<file path="config.mk">
export PLATFORM = sky130hd
export DESIGN_NAME = button_event_decoder
export DESIGN_NICKNAME = d
export VERILOG_FILES = /design/src/rtl/eggtimer_pkg.sv /design/src/rtl/button_event_decoder.sv
export SDC_FILE = /design/constraint.sdc
export NUM_CORES = 1
export LEC_CHECK = 0
export CAP_MARGIN = 20
export CORE_MARGIN = 2
export CORE_UTILIZATION = 40
export CTS_BUF_LIST = sky130_fd_sc_hd__clkbuf_8
export DETAILED_ROUTE_END_ITERATION = 16
export GPL_ROUTABILITY_DRIVEN = 0
export GPL_TIMING_DRIVEN = 1
export PLACE_DENSITY_LB_ADDON = 0.05
export SLEW_MARGIN = 20
export SYNTH_ARGS = -nofsm -noshare
export SYNTH_HDL_FRONTEND = slang
export SYNTH_SLANG_ARGS = --single-unit
</file>
<file path="constraint.sdc">
create_clock -name clk -period 2 [get_ports clk]
set_clock_uncertainty 0.1 [all_clocks]
set_input_delay 0.4 -clock clk [delete_from_list [all_inputs] [get_ports clk]]
set_output_delay 0.4 -clock clk [all_outputs]
set_load 0.01 [all_outputs]
</file>
<file path="src/rtl/eggtimer_pkg.sv">
// Shared egg-timer definitions: button FSM state encoding and the default tick
// constants used by the decoder and the control FSM.
package eggtimer_pkg;

  typedef enum logic [1:0] {
    StIdle    = 2'd0,
    StPressed = 2'd1,
    StHeld    = 2'd2
  } btn_state_e;

  localparam int unsigned DEFAULT_LONG_TICKS   = 500;
  localparam int unsigned DEFAULT_REPEAT_TICKS = 100;

endpackage

</file>
<file path="src/rtl/button_event_decoder.sv">
// Turns a debounced button level into press / short release / long press /
// long release / auto-repeat pulses, advancing only on the shared sample tick.
module button_event_decoder
  import eggtimer_pkg::*;
#(
  parameter int unsigned LONG_TICKS   = DEFAULT_LONG_TICKS,
  parameter int unsigned REPEAT_TICKS = DEFAULT_REPEAT_TICKS,
  parameter bit          REPEAT_EN    = 1'b1,
  parameter int unsigned CNT_W        = 10
) (
  input  logic clk,
  input  logic reset,
  input  logic enable,
  input  logic level,
  output logic press,
  output logic short_rel,
  output logic long_press,
  output logic long_rel,
  // 'repeat' is a reserved word, hence the suffix
  output logic repeat_pulse,
  output logic held
);

  localparam longint unsigned CntRange = 64'd1 << CNT_W;

  if (CNT_W == 0 || CNT_W > 32 || CntRange <= 64'(LONG_TICKS) ||
      CntRange <= 64'(REPEAT_TICKS) || LONG_TICKS < 2 || REPEAT_TICKS < 1) begin : g_bad_params
    $error("button_event_decoder: CNT_W too narrow or tick parameters out of range");
  end

  localparam logic [CNT_W-1:0] LongLast   = CNT_W'(LONG_TICKS - 1);
  localparam logic [CNT_W-1:0] RepeatLast = CNT_W'(REPEAT_TICKS - 1);

  btn_state_e       state_q, state_d;
  logic [CNT_W-1:0] cnt_q, cnt_d;
  logic press_q, press_d;
  logic short_rel_q, short_rel_d;
  logic long_press_q, long_press_d;
  logic long_rel_q, long_rel_d;
  logic repeat_q, repeat_d;
  logic held_q, held_d;

  always_comb begin
    state_d      = state_q;
    cnt_d        = cnt_q;
    press_d      = 1'b0;
    short_rel_d  = 1'b0;
    long_press_d = 1'b0;
    long_rel_d   = 1'b0;
    repeat_d     = 1'b0;

    if (enable) begin
      case (state_q)
        StIdle: begin
          if (level) begin
            press_d = 1'b1;
            cnt_d   = '0;
            state_d = StPressed;
          end
        end
        StPressed: begin
          // Release wins over an expiring count.
          if (!level) begin
            short_rel_d = 1'b1;
            cnt_d       = '0;
            state_d     = StIdle;
          end else if (cnt_q == LongLast) begin
            long_press_d = 1'b1;
            cnt_d        = '0;
            state_d      = StHeld;
          end else begin
            cnt_d = cnt_q + CNT_W'(1);
          end
        end
        StHeld: begin
          if (!level) begin
            long_rel_d = 1'b1;
            cnt_d      = '0;
            state_d    = StIdle;
          end else if (cnt_q == RepeatLast) begin
            repeat_d = REPEAT_EN;
            cnt_d    = '0;
          end else begin
            cnt_d = cnt_q + CNT_W'(1);
          end
        end
        default: begin
          cnt_d   = '0;
          state_d = StIdle;
        end
      endcase
    end

    held_d = (state_d != StIdle);
  end

  always_ff @(posedge clk) begin
    if (reset) begin
      state_q      <= StIdle;
      cnt_q        <= '0;
      press_q      <= 1'b0;
      short_rel_q  <= 1'b0;
      long_press_q <= 1'b0;
      long_rel_q   <= 1'b0;
      repeat_q     <= 1'b0;
      held_q       <= 1'b0;
    end else begin
      state_q      <= state_d;
      cnt_q        <= cnt_d;
      press_q      <= press_d;
      short_rel_q  <= short_rel_d;
      long_press_q <= long_press_d;
      long_rel_q   <= long_rel_d;
      repeat_q     <= repeat_d;
      held_q       <= held_d;
    end
  end

  assign press        = press_q;
  assign short_rel    = short_rel_q;
  assign long_press   = long_press_q;
  assign long_rel     = long_rel_q;
  assign repeat_pulse = repeat_q;
  assign held         = held_q;

endmodule

</file>
After elaboration in Yosys (flattened, before gate mapping)

Index checks and enable logic that the tools add are counted.

Reductions and logical operators: 8
Muxes and demuxes: 16
Bitwise gates (word level): 5
$add $sub $neg: 1
Equality and inequality tests: 5

Operator list:

| cell                                           | count |
|---|---|
| 2-to-1 mux 10 bit                              | 5 |
| case mux 10 bit (3 select lines)               | 1 |
| adder 10 x 1 -> 10 bit, second input constant  | 1 |
| == test 10 x 7 -> 1 bit, second input constant | 1 |
| == test 10 x 9 -> 1 bit, second input constant | 1 |
| 2-to-1 mux 2 bit                               | 5 |
| OR reduction 3 bit                             | 3 |
| OR reduction 4 bit                             | 2 |
| case mux 2 bit (3 select lines)                | 1 |
| NOT 1 bit                                      | 5 |
| 2-to-1 mux 1 bit                               | 4 |
| == test 2 x 1 -> 1 bit, second input constant  | 1 |
| == test 2 bit, second input constant           | 1 |
| logical NOT 2 bit                              | 1 |
| inequality test 2 bit, second input constant   | 1 |
| AND reduction 2 bit                            | 1 |
| nonzero test 2 bit                             | 1 |

Output and inout bits: 6
Logic and storage cells: 43
Input port bits: 4
Register bits after elaboration: 18

Logic depth before layout (Yosys ltp)

Depth after elaboration: 6
Mapped depth: 7
Gate-level depth less buffers: 7

Worst setup path before layout

No wires, ideal clock.

Path type: register to register
From: register state_q[0]
To: register cnt_q[2]
Arrival: 1.409 ns
Cell stages (with the launch flop): 8
Setup time: 0.070 ns
Slack: 0.421 ns
Required time: 1.830 ns
Clock period less this slack: 1.579 ns
Buffers on the path: 0
Cells stage by stage: dfxtp_1 > inv_1 > ha_1 > nand2b_1 > nand2_1 > nor3b_1 > o21ai_1 > a21oi_1

Longest elaborated chain between the ends: 3
Elaborated cells on any way between the ends: 6
Those cells by class: eq/ne (3); mux (1); reduce/logical (2)

RTL lines:

| item                            | RTL line                    | source |
|---|---|---|
| start: declaration              | button_event_decoder.sv:34  | `btn_state_e state_q, state_d;` |
| start signal: assignment        | button_event_decoder.sv:99  | `state_q <= StIdle;` |
| start signal: assignment        | button_event_decoder.sv:108 | `state_q <= state_d;` |
| logical NOT 2 bit               | button_event_decoder.sv:53  | `case (state_q)` |
| inequality test 2 bit (no line) | n/a                         |  |
| AND reduction 2 bit (no line)   | n/a                         |  |
| end signal: assignment          | button_event_decoder.sv:109 | `cnt_q <= cnt_d;` |
| end: declaration                | button_event_decoder.sv:35  | `logic [CNT_W-1:0] cnt_q, cnt_d;` |

Parallel ways exist; a longest one is shown, timed or not.
A chain may end at the register's enable or synchronous reset.

Worst setup path after layout

From: register cnt_q[0]
To: register cnt_q[9]

Longest elaborated chain between the ends: 4
Elaborated cells on any way between the ends: 8
Those cells by class: add/sub (1); eq/ne (2); mux (5)

RTL lines:

| item                                           | RTL line |
|---|---|
| adder 10 x 1 -> 10 bit (tied with other cells) | button_event_decoder.sv:72, button_event_decoder.sv:84 |
| 2-to-1 mux 10 bit (on tied branches)           | button_event_decoder.sv:80, button_event_decoder.sv:67 |
| 2-to-1 mux 10 bit (on tied branches)           | button_event_decoder.sv:76, button_event_decoder.sv:63 |
| case mux 10 bit (3 select lines) *             | button_event_decoder.sv:53 |

Mark *: on every way between the ends. The rest lies on a longest branch, timed or not.

==> results_dict.tcl <==
set metrics [dict create \
    clkTransAtPathRegs_ns 0.06 \
    syn-instance-count 104 \
    fin_total_pwr_mw 0.6671 \
    worst_slack_ns 0.2213 \
    htreeDepth 1 \
    synth.yosys.seq_area_share 0.3861 \
    ys_seq_elements 18 \
    fin_crit_sh 0.8894 \
    final_common_cell "dfxtp_1" \
    drtAntennaViolNets 0 \
    critical_path_arrival_ns 1.82 \
    tightest_slew_ns 0.3285 \
    area_growth_pct 18.90 \
    hold_slack_ns 0.3870 \
    routed_via_density 5.034 \
    clock_path_buffers 2 \
    hpwl_um 1250 \
    pre_cts_ws_ns 0.004367 \
    cts_tree "done" \
    antenna_found_initial 0 \
    syn_avg_cell_area_um2 8.975 \
    cts_root_buf "clkbuf_8" \
    crit_buf_inv 0 \
    layout_common_cells "18 x dfxtp_1, 14 x nand2_1, 12 x nor2_1, 9 x clkdlybuf4s50_1, 6 x xnor2_1" \
    cts_sinks 18 \
    grt_max_degree 11 \
    slew_headroom 0.7797 \
    wl_um 1614 \
    dieArea_um2 2736 \
    slew_violations 0 \
    core_um2 2212 \
    max_freq_mhz 562.2 \
    die_w_um 52.31 \
    critPathSlowestCell "dfxtp_1" \
    overflow 0 \
    drive_gt1_frac 0.1282 \
    numPortBuffers 9 \
    worstSetupStartpointType "flip-flop" \
    holdCritPathClass "flip-flop to flip-flop" \
    max_stage_delay_ns 0.39 \
    final_net_count 128 \
    cellLeakagePower_nw 0.3881 \
    rows 17 \
    wl_per_cell_um 11.13 \
    postCtsSetupRepairBufs 0 \
    worst_setup_path_end_kind "flip-flop" \
    drv_cap 0 \
    synth_cell_types 33 \
    ys_warn_count 0 \
    hold_viol_final 0 \
    synth_edf_count 0 \
    cp.required_ns 2.04 \
    rsz0062_at_grt "no" \
    vdd_drop_max_uv 544.5 \
    p_per_area_nw_per_um2 601.1 \
    grt_pass1_vias 732 \
    cts_resized 0 \
    grt_usage 0.1517 \
    tns_ns 0 \
    num_io_pins 10 \
    clkLatencyLatePin_ns 0.25 \
    start_util 0.4219 \
    antenna_cells 0 \
    drt_iter0_markers 9 \
    dr.pass1.iters 4 \
    path_cells "ha_1, nor4b_4, and4_4, o2bb2ai_2, o21bai_4, nor2_1" \
    vias 730 \
    worstSetupPathType "flip-flop to flip-flop" \
    cp_max_fo 6 \
    postCtsHoldBufs 0 \
    grt_pass1_wl_um 3001 \
    synth_area_um2 933.4 \
    syn_nets 113 \
    crit_family "simple AND/OR/NAND/NOR gates" \
    period_needed_ns 1.779 \
    die_height_um 52.31 \
    drc_errors 0 \
    finalSetupViolCount 0 \
    ys_async_sr_fraction 0 \
    synthFlopType "dfxtp_1" \
    status "complete, no violations" \
    cts_inserted_buffers 3 \
]
-- power breakdown --
part	switching, mW	leakage (nW)	internal [mW]
Clock	0.113	0.0216	0.134
Sequential	0.00247	0.145	0.362
Combinational	0.0287	0.221	0.0267
-- metrics by stage --
stage	cells	util	area, um2
4_1_cts	145	0.5017	1110
3_5_place_dp	142	0.4830	1069
6_report	145	0.5017	1110
2_1_floorplan	104	-	933.4
5_1_grt	145	0.5017	1110
3_3_place_gp	142	0.4830	1069
-- cell usage after synthesis (3+ instances only) --
cell,count,area share
dfxtp_1,18,0.39
nand2_1,14,0.056
ha_1,5,0.067
and3_1,3,0.020
nand3_1,5,0.027
a21oi_1,5,0.027
nor2_1,12,0.048
xnor2_1,6,0.056
inv_1,3,0.012
nand4_1,3,0.020
-- final timing paths --
| check | startpoint | end | slack, ns | cells after the start |
|---|---|---|---|---|
| worst max-delay path | cnt_q[0] | cnt_q[9] | 0.22 | 6 |
| worst min-delay path | cnt_q[1] | cnt_q[1] | 0.39 | 2 |
| worst max register to register | cnt_q[0] | cnt_q[9] | 0.22 | 6 |
| worst min register to register | cnt_q[1] | cnt_q[1] | 0.39 | 2 |
-- cell type report --
class | instances | area [um2]
Timing Repair Buffer | 12 | 112.6
Sequential cell | 18 | 360.3
Clock buffer | 3 | 41.29
Inverter | 3 | 11.26
Tap cell | 28 | 35.03
Multi-Input combinational cell | 81 | 549.3
Fill cell | 225 | 1102
-- per-layer routing --
| layer | vias to the layer above | GRT usage | share of wire |
|---|---|---|---|
| met3 | 4 | 0.06000 | 0.046 |
| met2 | 12 | 0.2479 | 0.48 |
| li1 | 388 | - | - |
| met4 | 0 | 0.07692 | 0.018 |
| met5 | - | 0 | 0 |
| met1 | 326 | 0.1690 | 0.46 |
-- state kept, by name (all words and copies together) (netlist names) --
signal,flops
long_rel,1
state_q,2
held,1
long_press,1
short_rel,1
repeat_pulse,1
cnt_q,10
press,1
-- kinds of logic (layout without fill, tap and decap cells) --
group,count (synthesis),in the layout,synth area share
DFF,18,18,0.3861
and+or+nand+nor,54,54,0.3298
muxes,1,1,0.01206
buffers and inverters,5,18,0.02547
xor gates and xnor gates,6,6,0.05630
AOI/OAI and AO/OA,15,15,0.1233
adders and majority gates,5,5,0.06702
-- tightest hold or removal path, cell delays in order, from the launching register on --
cell,delay [ns]
dfxtp_1,0.33
nand2_1,0.06
a21oi_1,0.05
Power figures use the tool's default switching activity.
